`src/rtl/pipeline_pkg.sv`:
```
// pipeline_pkg: opcodes, ALU codes, write-back codes and the control bundle
// shared by the RV32 decode stage.
package pipeline_pkg;
    localparam logic [4:0] OP_R      = 5'b01100;
    localparam logic [4:0] OP_IMM    = 5'b00100;
    localparam logic [4:0] OP_LOAD   = 5'b00000;
    localparam logic [4:0] OP_STORE  = 5'b01000;
    localparam logic [4:0] OP_BRANCH = 5'b11000;
    localparam logic [4:0] OP_JAL    = 5'b11011;
    localparam logic [4:0] OP_JALR   = 5'b11001;
    localparam logic [4:0] OP_LUI    = 5'b01101;
    localparam logic [4:0] OP_AUIPC  = 5'b00101;

    localparam logic [3:0] ALU_AND   = 4'b0000;
    localparam logic [3:0] ALU_OR    = 4'b0001;
    localparam logic [3:0] ALU_ADD   = 4'b0010;
    localparam logic [3:0] ALU_XOR   = 4'b0011;
    localparam logic [3:0] ALU_SRL   = 4'b0101;
    localparam logic [3:0] ALU_SUB   = 4'b0110;
    localparam logic [3:0] ALU_SLT   = 4'b0111;
    localparam logic [3:0] ALU_SLL   = 4'b1000;
    localparam logic [3:0] ALU_SLTU  = 4'b1001;
    localparam logic [3:0] ALU_PASSB = 4'b1010;
    localparam logic [3:0] ALU_SRA   = 4'b1101;

    localparam logic [1:0] WB_ALU = 2'b00;
    localparam logic [1:0] WB_MEM = 2'b01;
    localparam logic [1:0] WB_PC4 = 2'b10;

    typedef enum logic [2:0] {IMM_I, IMM_S, IMM_B, IMM_J, IMM_U} imm_sel_t;

    typedef struct packed {
        logic       alusrc_b;
        logic       branch;
        logic       jump;
        logic       reg_write;
        logic       mem_rw;
        logic       illegal;
        logic [1:0] mem_to_reg;
        logic [3:0] alu_ctrl;
    } ctrl_t;

    localparam ctrl_t CTRL_NOP = '{alusrc_b: 1'b0, branch: 1'b0, jump: 1'b0, reg_write: 1'b0,
                                   mem_rw: 1'b0, illegal: 1'b0, mem_to_reg: WB_ALU, alu_ctrl: ALU_ADD};

    // alt is inst[30]: SUB on funct3 000, SRA on funct3 101
    function automatic logic [3:0] alu_from_funct3(input logic [2:0] f3, input logic alt);
        case (f3)
            3'b000:  return alt ? ALU_SUB : ALU_ADD;
            3'b001:  return ALU_SLL;
            3'b010:  return ALU_SLT;
            3'b011:  return ALU_SLTU;
            3'b100:  return ALU_XOR;
            3'b101:  return alt ? ALU_SRA : ALU_SRL;
            3'b110:  return ALU_OR;
            default: return ALU_AND;
        endcase
    endfunction
endpackage

```
`src/rtl/id_decoder.sv`:
```
// id_decoder: combinational RV32 decode of one instruction into controls,
// sign-extended immediate, source-use flags and the illegal flag.
module id_decoder
    import pipeline_pkg::*;
#(
    parameter int XLEN   = 32,
    parameter bit EXT_EN = 1'b1
) (
    input  logic [31:0]     inst,
    output ctrl_t           ctrl,
    output logic [XLEN-1:0] imm,
    output logic            use_rs1,
    output logic            use_rs2
);
    logic [4:0] opcode;
    logic [2:0] funct3;
    logic       ext_f3;
    logic       known;
    logic       legal;
    logic       rs1_u;
    logic       rs2_u;
    imm_sel_t   imm_sel;
    ctrl_t      dec;

    assign opcode = inst[6:2];
    assign funct3 = inst[14:12];
    assign ext_f3 = funct3 inside {3'b001, 3'b011, 3'b101};

    always_comb begin
        dec = CTRL_NOP;
        imm_sel = IMM_I;
        rs1_u = 1'b0;
        rs2_u = 1'b0;
        known = 1'b1;
        case (opcode)
            OP_R: begin
                dec.reg_write = 1'b1;
                dec.alu_ctrl = alu_from_funct3(funct3, inst[30]);
                rs1_u = 1'b1;
                rs2_u = 1'b1;
                known = EXT_EN || !ext_f3;
            end
            OP_IMM: begin
                dec.alusrc_b = 1'b1;
                dec.reg_write = 1'b1;
                dec.alu_ctrl = alu_from_funct3(funct3, inst[30] && funct3 != 3'b000);
                rs1_u = 1'b1;
                known = EXT_EN || !ext_f3;
            end
            OP_LOAD: begin
                dec.alusrc_b = 1'b1;
                dec.reg_write = 1'b1;
                dec.mem_to_reg = WB_MEM;
                rs1_u = 1'b1;
            end
            OP_STORE: begin
                dec.alusrc_b = 1'b1;
                dec.mem_rw = 1'b1;
                imm_sel = IMM_S;
                rs1_u = 1'b1;
                rs2_u = 1'b1;
            end
            OP_BRANCH: begin
                dec.branch = 1'b1;
                dec.alu_ctrl = ALU_SUB;
                imm_sel = IMM_B;
                rs1_u = 1'b1;
                rs2_u = 1'b1;
            end
            OP_JAL: begin
                dec.jump = 1'b1;
                dec.reg_write = 1'b1;
                dec.mem_to_reg = WB_PC4;
                imm_sel = IMM_J;
            end
            OP_JALR: begin
                dec.jump = 1'b1;
                dec.reg_write = 1'b1;
                dec.mem_to_reg = WB_PC4;
                dec.alusrc_b = 1'b1;
                rs1_u = 1'b1;
                known = EXT_EN;
            end
            OP_LUI: begin
                dec.alusrc_b = 1'b1;
                dec.reg_write = 1'b1;
                dec.alu_ctrl = ALU_PASSB;
                imm_sel = IMM_U;
                known = EXT_EN;
            end
            OP_AUIPC: begin
                dec.alusrc_b = 1'b1;
                dec.reg_write = 1'b1;
                imm_sel = IMM_U;
                known = EXT_EN;
            end
            default: known = 1'b0;
        endcase
    end

    // 16-bit encodings (inst[1:0] != 11) are not supported and count as illegal
    assign legal   = known && inst[1:0] == 2'b11;
    assign use_rs1 = legal && rs1_u;
    assign use_rs2 = legal && rs2_u;

    always_comb begin
        ctrl = dec;
        if (!legal) begin
            ctrl = CTRL_NOP;
            ctrl.illegal = 1'b1;
        end
    end

    assign imm = imm_sel == IMM_S ? XLEN'($signed({inst[31:25], inst[11:7]})) :
                 imm_sel == IMM_B ? XLEN'($signed({inst[31], inst[7], inst[30:25], inst[11:8], 1'b0})) :
                 imm_sel == IMM_J ? XLEN'($signed({inst[31], inst[19:12], inst[20], inst[30:21], 1'b0})) :
                 imm_sel == IMM_U ? XLEN'($signed({inst[31:12], 12'b0})) :
                                    XLEN'($signed(inst[31:20]));
endmodule

```
`src/rtl/pipeline_id_ex_stage.sv`:
```
// pipeline_id_ex_stage: RV32 decode stage with load-use hazard detection,
// flush/hold handling, the ID/EX register and a saturating bubble counter.
module pipeline_id_ex_stage
    import pipeline_pkg::*;
#(
    parameter int XLEN      = 32,
    parameter bit EXT_EN    = 1'b1,
    parameter bit HAZARD_EN = 1'b1,
    parameter int CNT_W     = 16
) (
    input  logic             clk,
    input  logic             rst,
    input  logic             id_valid_i,
    input  logic [31:0]      inst_i,
    input  logic [XLEN-1:0]  pc_i,
    input  logic             flush_i,
    input  logic             ex_stall_i,
    output logic             stall_o,
    output logic [4:0]       id_rs1_addr_o,
    output logic [4:0]       id_rs2_addr_o,
    output logic             ex_valid_o,
    output logic [XLEN-1:0]  ex_pc_o,
    output logic [4:0]       ex_rs1_addr_o,
    output logic [4:0]       ex_rs2_addr_o,
    output logic [4:0]       ex_rd_addr_o,
    output logic [XLEN-1:0]  ex_imm_o,
    output logic             ALUSrc_B,
    output logic             Branch,
    output logic             Jump,
    output logic             RegWrite,
    output logic             MemRW,
    output logic             illegal_o,
    output logic [1:0]       MemtoReg,
    output logic [3:0]       ALU_Control,
    output logic [CNT_W-1:0] bubble_cnt_o
);
    ctrl_t           dec_ctrl;
    ctrl_t           ex_ctrl;
    logic [XLEN-1:0] dec_imm;
    logic            use_rs1;
    logic            use_rs2;
    logic            load_use;
    logic            advance;
    logic            take;

    id_decoder #(.XLEN(XLEN), .EXT_EN(EXT_EN)) u_dec (
        .inst    (inst_i),
        .ctrl    (dec_ctrl),
        .imm     (dec_imm),
        .use_rs1 (use_rs1),
        .use_rs2 (use_rs2)
    );

    assign id_rs1_addr_o = inst_i[19:15];
    assign id_rs2_addr_o = inst_i[24:20];

    assign load_use = HAZARD_EN && id_valid_i && ex_valid_o && ex_ctrl.mem_to_reg == WB_MEM &&
                      ex_ctrl.reg_write && ex_rd_addr_o != 5'd0 &&
                      ((use_rs1 && ex_rd_addr_o == id_rs1_addr_o) ||
                       (use_rs2 && ex_rd_addr_o == id_rs2_addr_o));

    // flush kills ID, so it also cancels any hold or hazard stall
    assign stall_o = !flush_i && (ex_stall_i || load_use);
    assign advance = flush_i || !ex_stall_i;
    assign take    = id_valid_i && !flush_i && !load_use;

    always_ff @(posedge clk or posedge rst) begin
        if (rst) begin
            ex_valid_o    <= 1'b0;
            ex_pc_o       <= '0;
            ex_rs1_addr_o <= 5'd0;
            ex_rs2_addr_o <= 5'd0;
            ex_rd_addr_o  <= 5'd0;
            ex_imm_o      <= '0;
            ex_ctrl       <= CTRL_NOP;
            bubble_cnt_o  <= '0;
        end else begin
            if (advance) begin
                ex_valid_o    <= take;
                ex_pc_o       <= take ? pc_i : '0;
                ex_rs1_addr_o <= take ? inst_i[19:15] : 5'd0;
                ex_rs2_addr_o <= take ? inst_i[24:20] : 5'd0;
                ex_rd_addr_o  <= take ? inst_i[11:7] : 5'd0;
                ex_imm_o      <= take ? dec_imm : '0;
                ex_ctrl       <= take ? dec_ctrl : CTRL_NOP;
            end
            if (advance && !flush_i && load_use && !(&bubble_cnt_o))
                bubble_cnt_o <= bubble_cnt_o + CNT_W'(1);
        end
    end

    assign ALUSrc_B    = ex_ctrl.alusrc_b;
    assign Branch      = ex_ctrl.branch;
    assign Jump        = ex_ctrl.jump;
    assign RegWrite    = ex_ctrl.reg_write;
    assign MemRW       = ex_ctrl.mem_rw;
    assign illegal_o   = ex_ctrl.illegal;
    assign MemtoReg    = ex_ctrl.mem_to_reg;
    assign ALU_Control = ex_ctrl.alu_ctrl;
endmodule

```
`config.mk`:
```
export PLATFORM = sky130hd
export DESIGN_NAME = pipeline_id_ex_stage
export DESIGN_NICKNAME = d
export VERILOG_FILES = /design/src/rtl/pipeline_pkg.sv /design/src/rtl/id_decoder.sv /design/src/rtl/pipeline_id_ex_stage.sv
export SDC_FILE = /design/constraint.sdc
export NUM_CORES = 1
export LEC_CHECK = 0
export ABC_CLOCK_PERIOD_IN_PS = 8100
export BUFFER_PORTS_ARGS = -buffer_cell sky130_fd_sc_hd__buf_2
export CELL_PAD_IN_SITES_DETAIL_PLACEMENT = 1
export CELL_PAD_IN_SITES_GLOBAL_PLACEMENT = 1
export CORE_MARGIN = 10
export CORE_UTILIZATION = 31
export DETAILED_ROUTE_END_ITERATION = 16
export HOLD_SLACK_MARGIN = 0.06
export PLACE_DENSITY = 0.7
export SETUP_SLACK_MARGIN = 0.2
export SKIP_CTS_REPAIR_TIMING = 1
export SLEW_MARGIN = 5
export SYNTH_ARGS = -nofsm -noshare
export SYNTH_HDL_FRONTEND = slang
export SYNTH_SLANG_ARGS = --single-unit
```
`constraint.sdc`:
```
create_clock -name clk -period 8.1 [get_ports clk]
set_input_delay 1.62 -clock clk [delete_from_list [all_inputs] [get_ports clk]]
set_output_delay 1.62 -clock clk [all_outputs]
set_load 0.01 [all_outputs]
```
==> reports/qor.yml, run 1 <==
setup_path:
  critPathTopFamily: "simple AND/OR/NAND/NOR gates"
  crit_chain: "buf_2, and2b_2, a21oi_1, or4_4, a211oi_2, nor2_1, nor2_1, buf_2"
  start_kind: "primary input"
  critPathArrivalTime_ns: 3.43
  slowest_delay_ns: 0.54
  cp_data_required_time_ns: 6.48
  worstPathMaxFanout: 7
  endpoint_kind: "primary output"
  slowest_stage: "or4_4"
  crit_buf_inv: 2
  worstSetupPathType: "in2out"
  rrSetupSlack_ns: 5.47
sta:
  fmax_ghz: 0.198
  setup_viol: 0
  final.min_clock_period_ns: 5.05
  fin_skew_ns: 0.0119
  rsz0062_at_grt: "false"
  hold-worst-slack_ns: 0.476
  maxSlewHeadroom_pct: 23.4
  fin_tns_setup_ns: 0
  hold_violations: 0
  period_share_pct: 62.4
  slew_viol_final: 0
  fin_ws_ns: 3.05
  worstMarginPinSlew_ns: 1.15
pwr:
  leakage_nw: 3.22
  power.density_nw_per_um2: 186
  vdd_drop_max_mv: 0.0961
  fin_total_pwr_mw: 1.11
grt:
  grt_usage_pct: 15.8
  grt_max_degree: 93
  grt_pass1_wl_um: 25100
  grt_pass1_vias: 4358
  antenna_found_initial: 1
  overflow: 0
logic_synthesis:
  syn_inst: 433
  ys.flop_type: "dfrtp_1"
  synthAdderAreaFrac_pct: 0.267
  ys_seq_area_share_pct: 57.7
  synth_cell_types: 47
  synth_mux_area_share_pct: 0.481
  syn_area_um2: 4680
  synth-xor-area-share_pct: 4.68
  synth_top_family_by_area: "compound AO/OA/AOI/OAI gates"
  yosysWarnings: 0
  synthesis.nets: 503
  synth-edff-count: 0
  synth_area_per_cell_um2: 10.8
  synth-simple-area-share_pct: 11.3
  ys_ff_latch: 108
  ys_async_sr_fraction_pct: 100
  synth_compound_area_share_pct: 20.7
final_layout:
  fillerInstances: 1705
  drive_gt1_share_pct: 35.9
  seqCellArea_um2: 2700
  layout_commonest_cell: "buf_2"
  final_util_pct: 40.7
  multi_input_area_um2: 1770
  area_delta_synth_final_pct: 27.4
  fin_nets: 664
  layout.cells.non_filler: 784
  final_cell_area_um2: 5970
  layout_common_cells: "buf_2 (187), dfrtp_1 (107), a22o_1 (55), nand2_1 (48), o21ai_0 (36)"
floorplanning:
  io_pins: 188
  initial_core_util_pct: 32.0
  die_x_um: 143
  die_height_um: 143
  core_area_um2: 14600
  die_area_um2: 20400
  placementRows: 44
clocking:
  cts.path.max_buffers: 2
  cts.sinks: 108
  cts_tree: "done"
  numCtsBuffers: 9
  htreeDepth: 3
  root_buffer: "clkbuf_16"
  cts.clk_slew.worst_paths_ns: 0.08
  clk_latency_ns: 0.35
drt:
  vias: 4002
  routed_wl_um: 16100
  drc: 0
  wire_per_inst_um: 20.6
  drtIter0Drc: 139
  ant_nets: 0
  drt_first_pass_iters: 4
  vias_per_cell: 5.10
place:
  placedCellCount: 767
  place_area_um2: 5690
  gp_congestion: 0.771
  port_buffers: 187
  hpwl_um: 12000
  dpl_worst_slack_ns: 3.05
worst_hold_path:
  hp-class: "reg2reg"
run:
  max_cap_viol_count: 0
outcome:
  status: "finished clean"
[worst reg2reg max path, stage by stage, from the launching register on]
cell      delay (ns)
dfrtp_1         0.47
or4_1           0.56
o21ai_1         0.25
a211oi_2        0.12
nor2_4          0.88
a22o_1          0.28
[flip-flops by register name (all words and copies together) (netlist names)]
signal / flops
ex_pc_o: 32
Jump: 1
ALUSrc_B: 1
ex_rs2_addr_o: 5
MemtoReg: 2
ex_imm_o: 32
illegal_o: 1
MemRW: 1
Branch: 1
ex_valid_o: 1
RegWrite: 1
bubble_cnt_o: 16
ex_rd_addr_o: 5
ex_rs1_addr_o: 5
ALU_Control: 4
[power by group]
group	total, mW	switching [mW]	internal, mW
Combinational	0.120	0.0752	0.0448
Clock	0.423	0.212	0.211
Sequential	0.565	0.0105	0.554
[synthesized netlist by cell type (6+ instances only)]
library cell / count / area, µm²
a21oi_1: 24 / 120
a22o_1: 55 / 482
a22oi_1: 6 / 45.0
buf_4: 10 / 75.1
clkbuf_1: 23 / 86.3
dfrtp_1: 107 / 2680
inv_1: 7 / 26.3
nand2_1: 48 / 180
nand3_1: 10 / 50.1
nand4_1: 6 / 37.5
nor2_1: 22 / 82.6
o21ai_0: 36 / 180
xnor2_1: 8 / 70.1
xor2_1: 17 / 149
[path summary, 6_finish.rpt]
kind	endpoint	cells after the start	from
setup / recovery	stall_o	8	inst_i[4]
hold / removal	ALU_Control[1]$_DFFE_PP1P_	2	ALU_Control[1]$_DFFE_PP1P_
setup reg to reg	ex_pc_o[3]$_DFFE_PP0P_	5	ex_rd_addr_o[0]$_DFFE_PP0P_
hold reg to reg	ALU_Control[1]$_DFFE_PP1P_	2	ALU_Control[1]$_DFFE_PP1P_
max in group asynchronous	ex_imm_o[19]$_DFFE_PP0P_	3	rst
min in group asynchronous	ex_pc_o[29]$_DFFE_PP0P_	2	rst
[cells by family after synthesis]
kind of cell / after synthesis
multiplexers: 2
AND/OR/NAND/NOR: 112
AO/OA/AOI/OAI: 138
XOR/XNOR: 25
flip-flops: 108
buffers and inverters: 47
adder cells (fa/ha/maj): 1
[metal layers]
| metal | up-vias | track usage (%) | share of wire [%] | routed length [µm] |
|---|---|---|---|---|
| met3 | 14 | 5.64 | 7.6 | 1230 |
| li1 | 1860 | - | - | - |
| met4 | 0 | 4.89 | 1.2 | 195 |
| met5 | - | 0 | 0 | 0 |
| met1 | 1984 | 19.3 | 44 | 7050 |
| met2 | 144 | 25.6 | 48 | 7680 |
[cell type report]
type                    instances  share of cell area, %
multi-input cells             278                   29.6
clock inverters                 7                  0.860
well taps                     184                   3.86
flip-flops and latches        108                   45.3
inverters                       7                  0.482
diodes                          1                 0.0419
clock buffers                   9                   3.78
repair buffers                190                   16.1
(Power assumes the default switching activity.)
==> inputs of run 2 (changes only) <==
--- a/config.mk
+++ b/config.mk
@@ -5,7 +5,8 @@
 export SDC_FILE = /design/constraint.sdc
 export NUM_CORES = 1
 export LEC_CHECK = 0
-export ABC_CLOCK_PERIOD_IN_PS = 8100
+export ABC_AREA = 1
+export ABC_CLOCK_PERIOD_IN_PS = 4700
 export BUFFER_PORTS_ARGS = -buffer_cell sky130_fd_sc_hd__buf_2
 export CELL_PAD_IN_SITES_DETAIL_PLACEMENT = 1
 export CELL_PAD_IN_SITES_GLOBAL_PLACEMENT = 1
@@ -13,7 +14,7 @@
 export CORE_UTILIZATION = 31
 export DETAILED_ROUTE_END_ITERATION = 16
 export HOLD_SLACK_MARGIN = 0.06
-export PLACE_DENSITY = 0.7
+export PLACE_DENSITY = 0.71
 export SETUP_SLACK_MARGIN = 0.2
 export SKIP_CTS_REPAIR_TIMING = 1
 export SLEW_MARGIN = 5
==> constraint.sdc (replaced) <==
create_clock -name clk -period 4.7 [get_ports clk]
set_input_delay 0.94 -clock clk [delete_from_list [all_inputs] [get_ports clk]]
set_output_delay 0.94 -clock clk [all_outputs]
set_load 0.01 [all_outputs]
==> run 2 against run 1 <==
Critical path depth rose by 3. Combinational power rose by 85%. Clock skew decreased by 0.00092 ns. Clock power increased by 89%. Synthesized cell count is 54% higher. Flip-flop and latch count stayed put. Die area grew 11%. Routed wire length increased by 13%. Critical path type unchanged. Largest power group unchanged.
==> reports/qor.yml, run 2 <==
final_layout:
  multi_input_area_um2: 2110
  area_delta_synth_final_pct: 26.0
  layout_common_cells: "nand2_1 (236), buf_2 (187), dfrtp_1 (107), inv_1 (65), o21ai_0 (58)"
  seqCellArea_um2: 2700
  drive_gt1_share_pct: 27.9
  fillerInstances: 2119
  fin_nets: 906
  layout_commonest_cell: "nand2_1"
  reg_top3: "ex_imm_o x32, ex_pc_o x32, bubble_cnt_o x16"
logic_synthesis:
  ys_async_sr_fraction_pct: 100
  syn_inst: 667
  synthesis.nets: 737
  synth_area_per_cell_um2: 7.91
  yosysWarnings: 0
  ys_seq_area_share_pct: 51.3
  synth_top_area_cell: "dfrtp_1"
  syn_area_um2: 5280
  synth_cell_types: 40
  synth.top_cells.by_count: "nand2_1 (236), dfrtp_1 (107), inv_1 (66)"
  ys.flop_type: "dfrtp_1"
  ys_ff_latch: 108
  synth-edff-count: 0
  synth_top_cell_area_share_pct: 50.8
  yosys-top-cells-area: "dfrtp_1 (51%), nand2_1 (17%), o21ai_0 (5.5%), nand3_1 (5.2%), inv_1 (4.7%)"
  synth_most_common_cell: "nand2_1"
sta:
  fin_ws_ns: 1.43
  hold_violations: 0
  period_share_pct: 69.6
  maxSlewHeadroom_pct: 37.5
  worstMarginPinSlew_ns: 0.938
  hold-worst-slack_ns: 0.479
  rsz0062_at_grt: "false"
  fin_tns_setup_ns: 0
  final.min_clock_period_ns: 3.27
  slew_viol_final: 0
  setup_viol: 0
  fin_skew_ns: 0.0110
  fmax_ghz: 0.306
outcome:
  status: "finished clean"
drt:
  vias: 4998
  drc: 0
  drt_first_pass_iters: 4
  vias_per_cell: 4.71
  ant_nets: 0
  routed_wl_um: 18200
  wire_per_inst_um: 17.2
  drtIter0Drc: 207
clocking:
  cts.path.max_buffers: 2
  cts_tree: "done"
  cts.sinks: 108
  clk_latency_ns: 0.35
  root_buffer: "clkbuf_16"
  numCtsBuffers: 9
  cts.clk_slew.worst_paths_ns: 0.07
  htreeDepth: 3
grt:
  antenna_found_initial: 1
  grt_max_degree: 85
  grt_pass1_vias: 5237
  overflow: 0
  grt_usage_pct: 15.9
  grt_pass1_wl_um: 28900
setup_path:
  worstSetupPathType: "in2out"
  endpoint_kind: "primary output"
  r2r_end: "MemtoReg[0]$_DFFE_PP0P_"
  cp_data_required_time_ns: 3.76
  crit_path_start: "inst_i[2]"
  worstPathMaxFanout: 28
  r2r_cells: 11
  critPathArrivalTime_ns: 2.33
  r2r-start: "ex_rd_addr_o[1]$_DFFE_PP0P_"
  endpoint: "stall_o"
  rrSetupSlack_ns: 2.21
  start_kind: "primary input"
place:
  dpl_worst_slack_ns: 1.19
  gp_congestion: 0.833
  port_buffers: 187
  hpwl_um: 13900
floorplanning:
  placementRows: 47
  core_area_um2: 16600
  io_pins: 188
  initial_core_util_pct: 31.7
  die_height_um: 150
  die_x_um: 150
  die_area_um2: 22600
pwr:
  power.density_nw_per_um2: 300
  fin_total_pwr_mw: 1.99
  leakage_nw: 3.84
  vdd_drop_max_mv: 0.173
worst_hold_path:
  hp-class: "reg2reg"
run:
  max_cap_viol_count: 0
-- run 2: logic make-up (layout without fill, tap and decap cells) --
logic type / after synthesis / in the layout / synth area share, %
other: 0 / 1 / 0
flip-flops: 108 / 108 / 51.3
AO/OA/AOI/OAI: 77 / 77 / 8.04
buffers and inverters: 104 / 278 / 8.94
XOR/XNOR: 8 / 8 / 1.33
AND/OR/NAND/NOR: 369 / 369 / 30.2
adder cells (fa/ha/maj): 1 / 1 / 0.237
-- run 2: worst min-delay path by stage --
stage	start	to	slack, ns	cells after the start
finish	ex_pc_o[17]$_DFFE_PP0P_	ex_pc_o[17]$_DFFE_PP0P_	0.48	2
global route	ex_pc_o[30]$_DFFE_PP0P_	ex_pc_o[30]$_DFFE_PP0P_	0.50	2
CTS	ex_pc_o[1]$_DFFE_PP0P_	ex_pc_o[1]$_DFFE_PP0P_	0.48	2
detailed placement	Branch$_DFFE_PP0P_	Branch$_DFFE_PP0P_	0.46	2
global placement	ex_pc_o[31]$_DFFE_PP0P_	ex_pc_o[31]$_DFFE_PP0P_	0.46	2
floorplan	ex_imm_o[26]$_DFFE_PP0P_	ex_imm_o[26]$_DFFE_PP0P_	0.52	2
-- run 2: final cells by class --
cell class / count / area share, %
flip-flops and latches: 108 / 40.7
multi-input cells: 455 / 31.8
repair buffers: 193 / 14.8
well taps: 220 / 4.14
inverters: 69 / 3.97
clock buffers: 10 / 3.59
clock inverters: 6 / 1.07
diodes: 1 / 0.0376
-- run 2: critical path, cell delays in order --
cell and delay (ns):
buf_2 0.11, inv_1 0.05, nor2_1 0.16, nand2_2 0.06, buf_4 0.22, nand3_2 0.13, o21ai_2 0.09, nor2_2 0.17
nand2_2 0.08, o21ai_2 0.14, buf_2 0.16
-- run 2: metal layers --
metal / vias up / wire (µm) / global-route usage (%)
met5: - / 0 / 0
met4: 0 / 284 / 4.71
met3: 13 / 1160 / 3.81
met2: 118 / 8600 / 25.6
met1: 2410 / 8210 / 20.8
li1: 2457 / - / -
-- run 2: power breakdown --
part | total [mW] | switching (mW) | internal (mW)
clock network | 0.799 | 0.365 | 0.434
logic | 0.222 | 0.148 | 0.0733
registers | 0.972 | 0.0166 | 0.956
total | 1.99 | 0.530 | 1.46
-- run 2: through the flow --
step / utilization, % / cell area, µm² / cells
after global placement: 38.1 / 6340 / 1045
after detailed placement: 38.1 / 6340 / 1045
after floorplan: - / 5280 / 667
after global routing: 40.0 / 6650 / 1062
after CTS: 39.9 / 6650 / 1061
final: 40.0 / 6650 / 1062
